[src/rtl/hdmi_sdram_pkg.sv]
`default_nettype none
// +--------------------------------------------------------------------------+
// | hdmi_sdram_pkg : shared pixel type, scheduler states, SDRAM geometry     |
// | Rev 1.0                                                                  |
// +--------------------------------------------------------------------------+
package hdmi_sdram_pkg;

  localparam int PIX_BITS  = 24;
  localparam int ROW_BITS  = 13;
  localparam int BANK_BITS = 2;

  typedef logic [PIX_BITS-1:0] pixel_t;

  typedef enum logic [1:0] {
    IDLE = 2'd0,
    REQ  = 2'd1,
    DATA = 2'd2
  } sched_state_t;

endpackage
`default_nettype wire

[src/rtl/pixel_fifo.sv]
`default_nettype none
// +--------------------------------------------------------------------------+
// | pixel_fifo : single-clock FIFO of {sof, pixel} entries with fill count   |
// | Rev 1.0                                                                  |
// +--------------------------------------------------------------------------+
module pixel_fifo #(
  parameter int DEPTH = 16,
  parameter int WIDTH = 25
) (
  input  logic                   clk,
  input  logic                   rst_n,
  input  logic                   i_push,
  input  logic [WIDTH-1:0]       i_data,
  input  logic                   i_pop,
  output logic [WIDTH-1:0]       o_head,
  output logic                   o_full,
  output logic [$clog2(DEPTH):0] o_count
);

  localparam int          AW     = $clog2(DEPTH);
  localparam logic [AW:0] C_FULL = (AW+1)'(DEPTH);

  logic [WIDTH-1:0] r_mem [DEPTH];
  logic [AW-1:0]    r_wr_ptr;
  logic [AW-1:0]    r_rd_ptr;
  logic [AW:0]      r_count;
  logic             w_push;
  logic             w_pop;

  // A full FIFO still takes a new entry in the cycle it hands one out.
  assign w_pop  = i_pop & (r_count != '0);
  assign w_push = i_push & ((r_count != C_FULL) | w_pop);

  always_ff @(posedge clk or negedge rst_n) begin
    if (!rst_n) begin
      r_wr_ptr <= '0;
      r_rd_ptr <= '0;
      r_count  <= '0;
    end else begin
      if (w_push) r_wr_ptr <= r_wr_ptr + 1'b1;
      if (w_pop)  r_rd_ptr <= r_rd_ptr + 1'b1;
      case ({w_push, w_pop})
        2'b10:   r_count <= r_count + 1'b1;
        2'b01:   r_count <= r_count - 1'b1;
        default: r_count <= r_count;
      endcase
    end
  end

  always_ff @(posedge clk) begin
    if (w_push) r_mem[r_wr_ptr] <= i_data;
  end

  assign o_head  = r_mem[r_rd_ptr];
  assign o_full  = (r_count == C_FULL);
  assign o_count = r_count;

endmodule
`default_nettype wire

[src/rtl/pixel_write_scheduler.sv]
`default_nettype none
// +--------------------------------------------------------------------------+
// | pixel_write_scheduler : buffers pixels and issues SDRAM write bursts     |
// | Optional WSCHED_STATS_EN adds burst_count / stall_count outputs.        |
// | Rev 1.0                                                                  |
// +--------------------------------------------------------------------------+
module pixel_write_scheduler
  import hdmi_sdram_pkg::*;
#(
  parameter int FIFO_DEPTH = 16,
  parameter int BURST_LEN  = 8,
  parameter int COL_BITS   = 10
) (
  input  logic                 SDRAM_CLK,
  input  logic                 reset_n,
  input  logic                 pix_valid,
  output logic                 pix_ready,
  input  pixel_t               pix_data,
  input  logic                 pix_sof,
  output logic                 wr_req,
  input  logic                 wr_ack,
  output logic [BANK_BITS-1:0] wr_bank,
  output logic [ROW_BITS-1:0]  wr_row,
  output logic [COL_BITS-1:0]  wr_col,
  output pixel_t               wr_data,
  input  logic                 wr_data_ready,
  output logic                 wr_busy,
  output logic                 misalign
`ifdef WSCHED_STATS_EN
  ,
  output logic [15:0]          burst_count,
  output logic [15:0]          stall_count
`endif
);

  localparam int ADDR_BITS = BANK_BITS + ROW_BITS + COL_BITS;
  localparam int CW        = $clog2(FIFO_DEPTH) + 1;
  localparam int BEAT_W    = (BURST_LEN > 1) ? $clog2(BURST_LEN) : 1;

  localparam logic [CW-1:0]        C_BURST_CNT = CW'(BURST_LEN);
  localparam logic [BEAT_W-1:0]    C_LAST_BEAT = BEAT_W'(BURST_LEN - 1);
  localparam logic [ADDR_BITS-1:0] C_STEP      = ADDR_BITS'(BURST_LEN);

  sched_state_t         r_state;
  logic [ADDR_BITS-1:0] r_addr;
  logic [BEAT_W-1:0]    r_beat;
  logic                 r_req;
  logic                 r_busy;
  logic                 r_misalign;
  logic                 r_run;

  logic [PIX_BITS:0]    w_head;
  logic                 w_head_sof;
  logic                 w_full;
  logic [CW-1:0]        w_count;
  logic                 w_push;
  logic                 w_pop;
  logic                 w_burst_done;

  assign w_pop        = (r_state == DATA) & wr_data_ready;
  assign w_burst_done = w_pop & (r_beat == C_LAST_BEAT);
  assign pix_ready    = r_run & (~w_full | w_pop);
  assign w_push       = pix_valid & pix_ready;
  assign w_head_sof   = w_head[PIX_BITS];

  pixel_fifo #(
    .DEPTH (FIFO_DEPTH),
    .WIDTH (PIX_BITS + 1)
  ) u_fifo (
    .clk     (SDRAM_CLK),
    .rst_n   (reset_n),
    .i_push  (w_push),
    .i_data  ({pix_sof, pix_data}),
    .i_pop   (w_pop),
    .o_head  (w_head),
    .o_full  (w_full),
    .o_count (w_count)
  );

  always_ff @(posedge SDRAM_CLK or negedge reset_n) begin
    if (!reset_n) begin
      r_state    <= IDLE;
      r_addr     <= '0;
      r_beat     <= '0;
      r_req      <= 1'b0;
      r_busy     <= 1'b0;
      r_misalign <= 1'b0;
      r_run      <= 1'b0;
    end else begin
      r_run <= 1'b1;
      // A frame start may only appear on the first beat of a burst.
      if (w_pop && w_head_sof && (r_beat != '0)) r_misalign <= 1'b1;
      case (r_state)
        IDLE: begin
          if (w_count >= C_BURST_CNT) begin
            r_state <= REQ;
            r_req   <= 1'b1;
            r_busy  <= 1'b1;
            r_beat  <= '0;
            if (w_head_sof) r_addr <= '0;
          end
        end
        REQ: begin
          if (wr_ack) begin
            r_state <= DATA;
            r_req   <= 1'b0;
          end
        end
        DATA: begin
          if (w_burst_done) begin
            r_state <= IDLE;
            r_busy  <= 1'b0;
            r_beat  <= '0;
            // {bank,row,col} as one counter: col carries into row, row into bank.
            r_addr  <= r_addr + C_STEP;
          end else if (w_pop) begin
            r_beat <= r_beat + 1'b1;
          end
        end
        default: begin
          r_state <= IDLE;
          r_req   <= 1'b0;
          r_busy  <= 1'b0;
        end
      endcase
    end
  end

  assign wr_req   = r_req;
  assign wr_busy  = r_busy;
  assign misalign = r_misalign;
  assign wr_data  = (r_state == DATA) ? w_head[PIX_BITS-1:0] : '0;
  assign wr_col   = r_addr[COL_BITS-1:0];
  assign wr_row   = r_addr[COL_BITS +: ROW_BITS];
  assign wr_bank  = r_addr[COL_BITS+ROW_BITS +: BANK_BITS];

`ifdef WSCHED_STATS_EN
  logic [15:0] r_burst_count;
  logic [15:0] r_stall_count;

  always_ff @(posedge SDRAM_CLK or negedge reset_n) begin
    if (!reset_n) begin
      r_burst_count <= '0;
      r_stall_count <= '0;
    end else begin
      if (w_burst_done && (r_burst_count != 16'hFFFF)) r_burst_count <= r_burst_count + 16'd1;
      if (pix_valid && !pix_ready && (r_stall_count != 16'hFFFF)) r_stall_count <= r_stall_count + 16'd1;
    end
  end

  assign burst_count = r_burst_count;
  assign stall_count = r_stall_count;
`endif

endmodule
`default_nettype wire

[config.mk]
export PLATFORM = sky130hd
export DESIGN_NAME = pixel_write_scheduler
export DESIGN_NICKNAME = d
export VERILOG_FILES = /design/src/rtl/hdmi_sdram_pkg.sv /design/src/rtl/pixel_fifo.sv /design/src/rtl/pixel_write_scheduler.sv
export SDC_FILE = /design/constraint.sdc
export NUM_CORES = 1
export LEC_CHECK = 0
export CORE_MARGIN = 2
export CORE_UTILIZATION = 60
export DETAILED_ROUTE_END_ITERATION = 10
export PLACE_DENSITY = 0.87
export SYNTH_ARGS = -nofsm -noshare
export SYNTH_HDL_FRONTEND = slang
export SYNTH_SLANG_ARGS = --single-unit
[constraint.sdc]
create_clock -name SDRAM_CLK -period 7.3 [get_ports SDRAM_CLK]
set_input_delay 0.73 -clock SDRAM_CLK [delete_from_list [all_inputs] [get_ports SDRAM_CLK]]
set_output_delay 0.73 -clock SDRAM_CLK [all_outputs]
set_load 0.02 [all_outputs]
### Word level (Yosys, flattened, before mapping)

Memories as Yosys holds them, arrays and structs flattened.
Cells that the tools add are included.

* memories kept: 1
* logic and storage cells: 74
* output and inout port bits: 53
* RAM bits: 400
* bits in registers: 47
* input port bits: 30

Memory list
* u_fifo.r_mem: words 16, width 25, read ports 1, clocked after Yosys merged registers in 0, wr ports 1, RTL line pixel_fifo.sv:23 `logic [WIDTH-1:0] r_mem [DEPTH];`

* eq/ne operators: 12
* add/sub/neg operators: 6
* reduce and logical (&&, ||, !) cells: 12
* mux-type cells: 21
* order comparisons: 1
* bitwise logic cells: 11

Operator list (count)
* 25-bit 2-to-1 mux: 3
* 25-bit one-hot mux with 2 select lines: 1
* 25-bit by 4-bit adder with 25-bit output (second input constant): 1
* 24-bit 2-to-1 mux: 1
* 3-bit AND reduction: 4
* 5-bit one-hot mux with 2 select lines: 1
* 3-bit 2-to-1 mux: 3
* 4-bit by 1-bit adder with 4-bit output (second input constant): 2
* 1-bit AND: 6
* 2-bit 2-to-1 mux: 3
* 2-bit inequality test (second input constant): 3
* 1-bit one-hot mux with 3 select lines: 2
* 2-bit one-hot mux with 3 select lines: 1
* 3-bit one-hot mux with 2 select lines: 1
* 5-bit by 1-bit adder with 5-bit output (second input constant): 1
* 5-bit equality test (second input constant): 1
* 5-bit by 4-bit greater-or-equal comparator with 1-bit output (second input constant): 1
* 1-bit 2-to-1 mux: 5
* 5-bit inequality test (second input constant): 1
* 5-bit nonzero test: 1
* 5-bit by 1-bit subtractor with 5-bit output (second input constant): 1
* 2-bit by 1-bit equality test with 1-bit output (second input constant): 2
* 2-bit equality test (second input constant): 2
* 4-bit AND reduction: 1
* 10 further kinds: 15

### Logic depth before layout (Yosys ltp)

* word-level depth: 8
* gate-level depth with buffers: 15
* depth with buffers taken out: 12

### Modules after synthesis

A second synthesis with hierarchy kept.

* cell total of the unflattened synthesis: 876
* area total of the unflattened synthesis: 17785.8 um^2

By module, submodules not included
* pixel_fifo: area an instance 15981.6 um^2, cells each 675, instances 1, seq. area each 12336.8 um^2
* pixel_write_scheduler: area an instance 1804.2 um^2, cells each 201, instances 1, seq. area each 775.7 um^2

### Worst setup path after synthesis

OpenSTA, ideal clock, no wires.

* kind: input to register
* start: in wr_data_ready
* end: mem u_fifo.r_mem[3][0] (enable)
* setup time: 0.470 ns
* slack: 3.085 ns
* data required time: 6.830 ns
* stages on the path: 6
* buffers on the path: 1
* arrival time: 3.745 ns
* path through: nand3b_1 > nand4b_1 > and3_1 > buf_2 > inv_2 > nor4_1

* cells in the longest elaborated chain, start to end: 7
* elaborated cells on any way between the ends: 9
* those cells by class: mux (2); bitwise (7)

RTL lines
* from (decl): RTL line pixel_write_scheduler.sv:26 `input logic wr_data_ready,`
* 1-bit AND (*): RTL line pixel_write_scheduler.sv:60 `assign w_pop = (r_state == DATA) & wr_data_ready;`
* 1-bit bitwise OR: RTL line pixel_write_scheduler.sv:62 `assign pix_ready = r_run & (~w_full | w_pop);`
* 1-bit AND: RTL line pixel_write_scheduler.sv:62
* 1-bit AND: RTL line pixel_write_scheduler.sv:63 `assign w_push = pix_valid & pix_ready;`
* 1-bit AND (*): RTL line pixel_fifo.sv:32 `assign w_push = i_push & ((r_count != C_FULL) | w_pop);`
* 1-bit 2-to-1 mux (*): RTL line pixel_fifo.sv:51 `if (w_push) r_mem[r_wr_ptr] <= i_data;`
* 1-bit 2-to-1 mux (not written as such) (*): RTL line pixel_fifo.sv:51
* to (decl): RTL line pixel_fifo.sv:23

Every way passes the cells marked *; elsewhere a longest branch is shown, timed or not.

### Final worst setup path

* start: reg u_fifo.r_rd_ptr[0]
* end: out wr_data[12]

* cells in the longest elaborated chain, start to end: 2

RTL lines
* from (decl): RTL line pixel_fifo.sv:25 `logic [AW-1:0] r_rd_ptr;`
* from (signal assigned): RTL line pixel_fifo.sv:41 `if (w_pop) r_rd_ptr <= r_rd_ptr + 1'b1;`
* memory read 16 x 25 bit
* 24-bit 2-to-1 mux: RTL line pixel_write_scheduler.sv:132 `assign wr_data = (r_state == DATA) ? w_head[PIX_BITS-1:0] : '0;`
* to (decl): RTL line pixel_write_scheduler.sv:25 `output pixel_t wr_data,`

Every way passes these cells.

==> flow_metrics.tcl <==
set metrics [dict create \
    crit_fanout 49 \
    synth_cell_types 52 \
    fp.coreArea_mm2 0.0296 \
    use_met3_pct 4.83 \
    ys_ff_latch 444 \
    report.final.hold_viol_count 0 \
    nFillCells 1715 \
    relSlewSlack_pct 21.7 \
    cap_violations 0 \
    setup_tns_ns 0 \
    setup_viol 0 \
    viasPerCell 6.55 \
    cp_slowest_cell "dfrtp_4" \
    seq_area_frac_synth_pct 73.1 \
    peakVddDrop_mv 0.303 \
    wirelength_um 39300 \
    start_kind "flop" \
    grt_overflow 0 \
    antenna_found_initial 2 \
    intPower_uw 5240 \
    synthArstFlopShare_pct 9.91 \
    netlist_area_mm2 0.0179 \
    cts_setup_buffers 0 \
    seqPwrFrac_pct 44.7 \
    gp_congestion 0.840 \
    fp.dieArea_mm2 0.0313 \
    ant_nets 0 \
    die_h_um 177 \
    met2_usage_pct 42.1 \
    clkLatencyLatePin_ns 0.56 \
    htreeDepth 2 \
    syn2layout_area_growth_pct 14.6 \
    tightest_slew_ns 1.17 \
    routedWlPerCell_um 27.7 \
    path_buf_inv 2 \
    top_usage_layer "met2" \
    cts_buffers 43 \
    fin_util_pct 69.5 \
    rsz0062_at_grt "false" \
    arrival_ns 4.14 \
    num-nets-final 1036 \
    clk_pin_slew_ns 0.06 \
    drc_errors 0 \
    grt_pass1_wl_um 58400 \
    switching_share_pct 29.2 \
    fin_crit_sh_pct 66.7 \
    start_util_pct 60.6 \
    crit_family "buffers and inverters" \
    status "complete, no violations" \
    worstPathCellList "buf_4 -> mux4_1 -> mux4_2 -> and2_1 -> clkdlybuf4s50_1" \
    drive_gt1_share_pct 21.2 \
    vias 9300 \
    drt_iter0_drc 1238 \
    p_per_area_mw_per_mm2 360 \
    period_minus_slack_ns 4.87 \
    cp.required_ns 6.57 \
    hold_class "in -> async" \
    p_comb_share_pct 25.4 \
    power_frac_clock_pct 30.0 \
    drt_first_pass_iters 5 \
    syn_avg_cell_area_um2 20.1 \
    portBuffers 79 \
    grt_pass1_vias 9304 \
    synth_enable_flop_cells 400 \
    drv_slew 0 \
    met1_usage_pct 35.3 \
    slowest_delay_ns 1.06 \
    cts_tree "built" \
    io-pin-count 83 \
    hpwlAfterDp_um 20500 \
    criticalPathCategory "reg -> out" \
    fmax_mhz 205 \
    finalClockSkew_ns 0.0179 \
    holdBufCountCts 0 \
    fp.dieW_um 177 \
    synth_ff_type "edfxtp_1" \
    cts_sinks 444 \
    switchingPower_uw 2150 \
    end_kind "output port" \
    leakagePower_uw 0.00666 \
    yosys_warnings 0 \
    cts-resized-gates 0 \
    clock_path_buffers 3 \
    cts_root_buf "clkbuf_16" \
    rows 63 \
    grt_max_degree 68 \
    syn_inst 893 \
    grtUsageTotal_pct 25.9 \
]
-- kinds of logic after synthesis --
| group | after synthesis | synth area share, % |
|---|---|---|
| muxes | 130 | 16.1 |
| adders and majority gates | 12 | 0.837 |
| and+or+nand+nor | 164 | 4.76 |
| other | 2 | 0.0419 |
| buffers and inverters | 65 | 2.14 |
| DFF | 444 | 73.1 |
| AOI/OAI and AO/OA | 64 | 2.38 |
| xor gates and xnor gates | 12 | 0.586 |
-- worst reg2reg max path, stage by stage, from the launching register on --
cell,delay [ns]
dfrtp_1,0.51
nand3b_1,0.28
nand4b_1,0.16
and3_1,0.46
inv_2,0.22
nor3b_1,0.44
and2_1,0.80
buf_4,0.42
-- synthesized netlist by cell type (all sizes together), types with 16 or more instances --
library cell,n,area (um^2)
clkbuf,28,105
nand2,39,146
buf,20,214
and2,33,206
edfxtp,400,12000
o211ai,16,120
nor2,25,96.4
dfrtp,44,1100
mux4,122,2800
inv,17,63.8
nand3,17,85.1
-- sequential cells by signal, indices dropped and copies added (netlist names) --
| register | count |
|---|---|
| misalign | 1 |
| r_addr | 22 |
| r_beat | 3 |
| r_run | 1 |
| r_state | 2 |
| u_fifo.o_count | 5 |
| u_fifo.r_mem | 400 |
| u_fifo.r_rd_ptr | 4 |
| u_fifo.r_wr_ptr | 4 |
| wr_busy | 1 |
| wr_req | 1 |
-- layer usage --
metal  vias to the layer above  share of wire [%]
met2                       581                 50
met4                         0                3.8
met5                         -                  0
met3                       119                8.7
met1                      4737                 38
li1                       3863                  -
-- per-stage QoR --
stage / hold slack (ns) / total power (uW) / area (um^2) / std cells / setup WS, ns
2_1_floorplan: 0.434 / 4670 / 17900 / 895 / 3.08
3_3_place_gp: 0.465 / 5120 / 19100 / 1339 / 2.96
3_5_place_dp: 0.477 / 5200 / 19100 / 1339 / 2.92
4_1_cts: 0.370 / 7430 / 20500 / 1418 / 2.33
5_1_grt: 0.427 / 7650 / 20500 / 1419 / 2.20
6_report: 0.361 / 7390 / 20500 / 1419 / 2.43
-- final timing paths --
check,start,endpoint,slack (ns),cells past startpoint
min,reset_n,r_addr[16]$_DFFE_PN0P_,0.36,1
max,u_fifo.r_rd_ptr[0]$_DFFE_PN0P_,wr_data[12],2.43,5
max reg2reg,r_state[0]$_DFFE_PN0P_,u_fifo.r_mem[5][19]$_DFFE_PP_,3.69,7
max in group asynchronous,reset_n,u_fifo.r_rd_ptr[1]$_DFFE_PN0P_,6.17,1
min in group SDRAM_CLK,misalign$_DFFE_PN0P_,misalign$_DFFE_PN0P_,0.49,2
min reg2reg,misalign$_DFFE_PN0P_,misalign$_DFFE_PN0P_,0.49,2
-- power by group through the flow --
stage / logic [uW] / clock network [uW] / registers [uW]
detailed placement: 1850 / 0 / 3350
floorplan: 1520 / 0 / 3150
finish: 1870 / 2210 / 3300
global route: 1990 / 2330 / 3330
CTS: 1890 / 2240 / 3300
global placement: 1790 / 0 / 3330
-- area by class of cell --
type	instances	area [um^2]	share of cell area, %
multi-input combinational	386	4500	21.9
antenna	1	2.50	0.0122
timing repair buffer	102	958	4.67
tap	390	488	2.38
clock buffer	52	1120	5.45
clock inverter	27	288	1.40
inverter	17	63.8	0.311
sequential	444	13100	63.9
-- cell usage in the layout, fill, tap and decap left out, types with 6 or more instances in the layout --
master           instances
dfrtp_1                 41
nor2_1                  20
xor2_1                   7
inv_1                   16
clkdlybuf4s50_1         78
nor3_1                   9
or3_1                    6
mux4_1                  15
edfxtp_1               400
a31oi_1                 11
buf_4                   23
nand3_1                 17
o21ai_1                  8
ha_1                    12
a21oi_1                  9
clkbuf_1                 8
clkbuf_16               43
o211ai_1                16
clkinv_2                 7
and2_1                  33
mux4_2                 107
nand2_1                 39
Note: power is estimated with default switching activity, not from simulation.
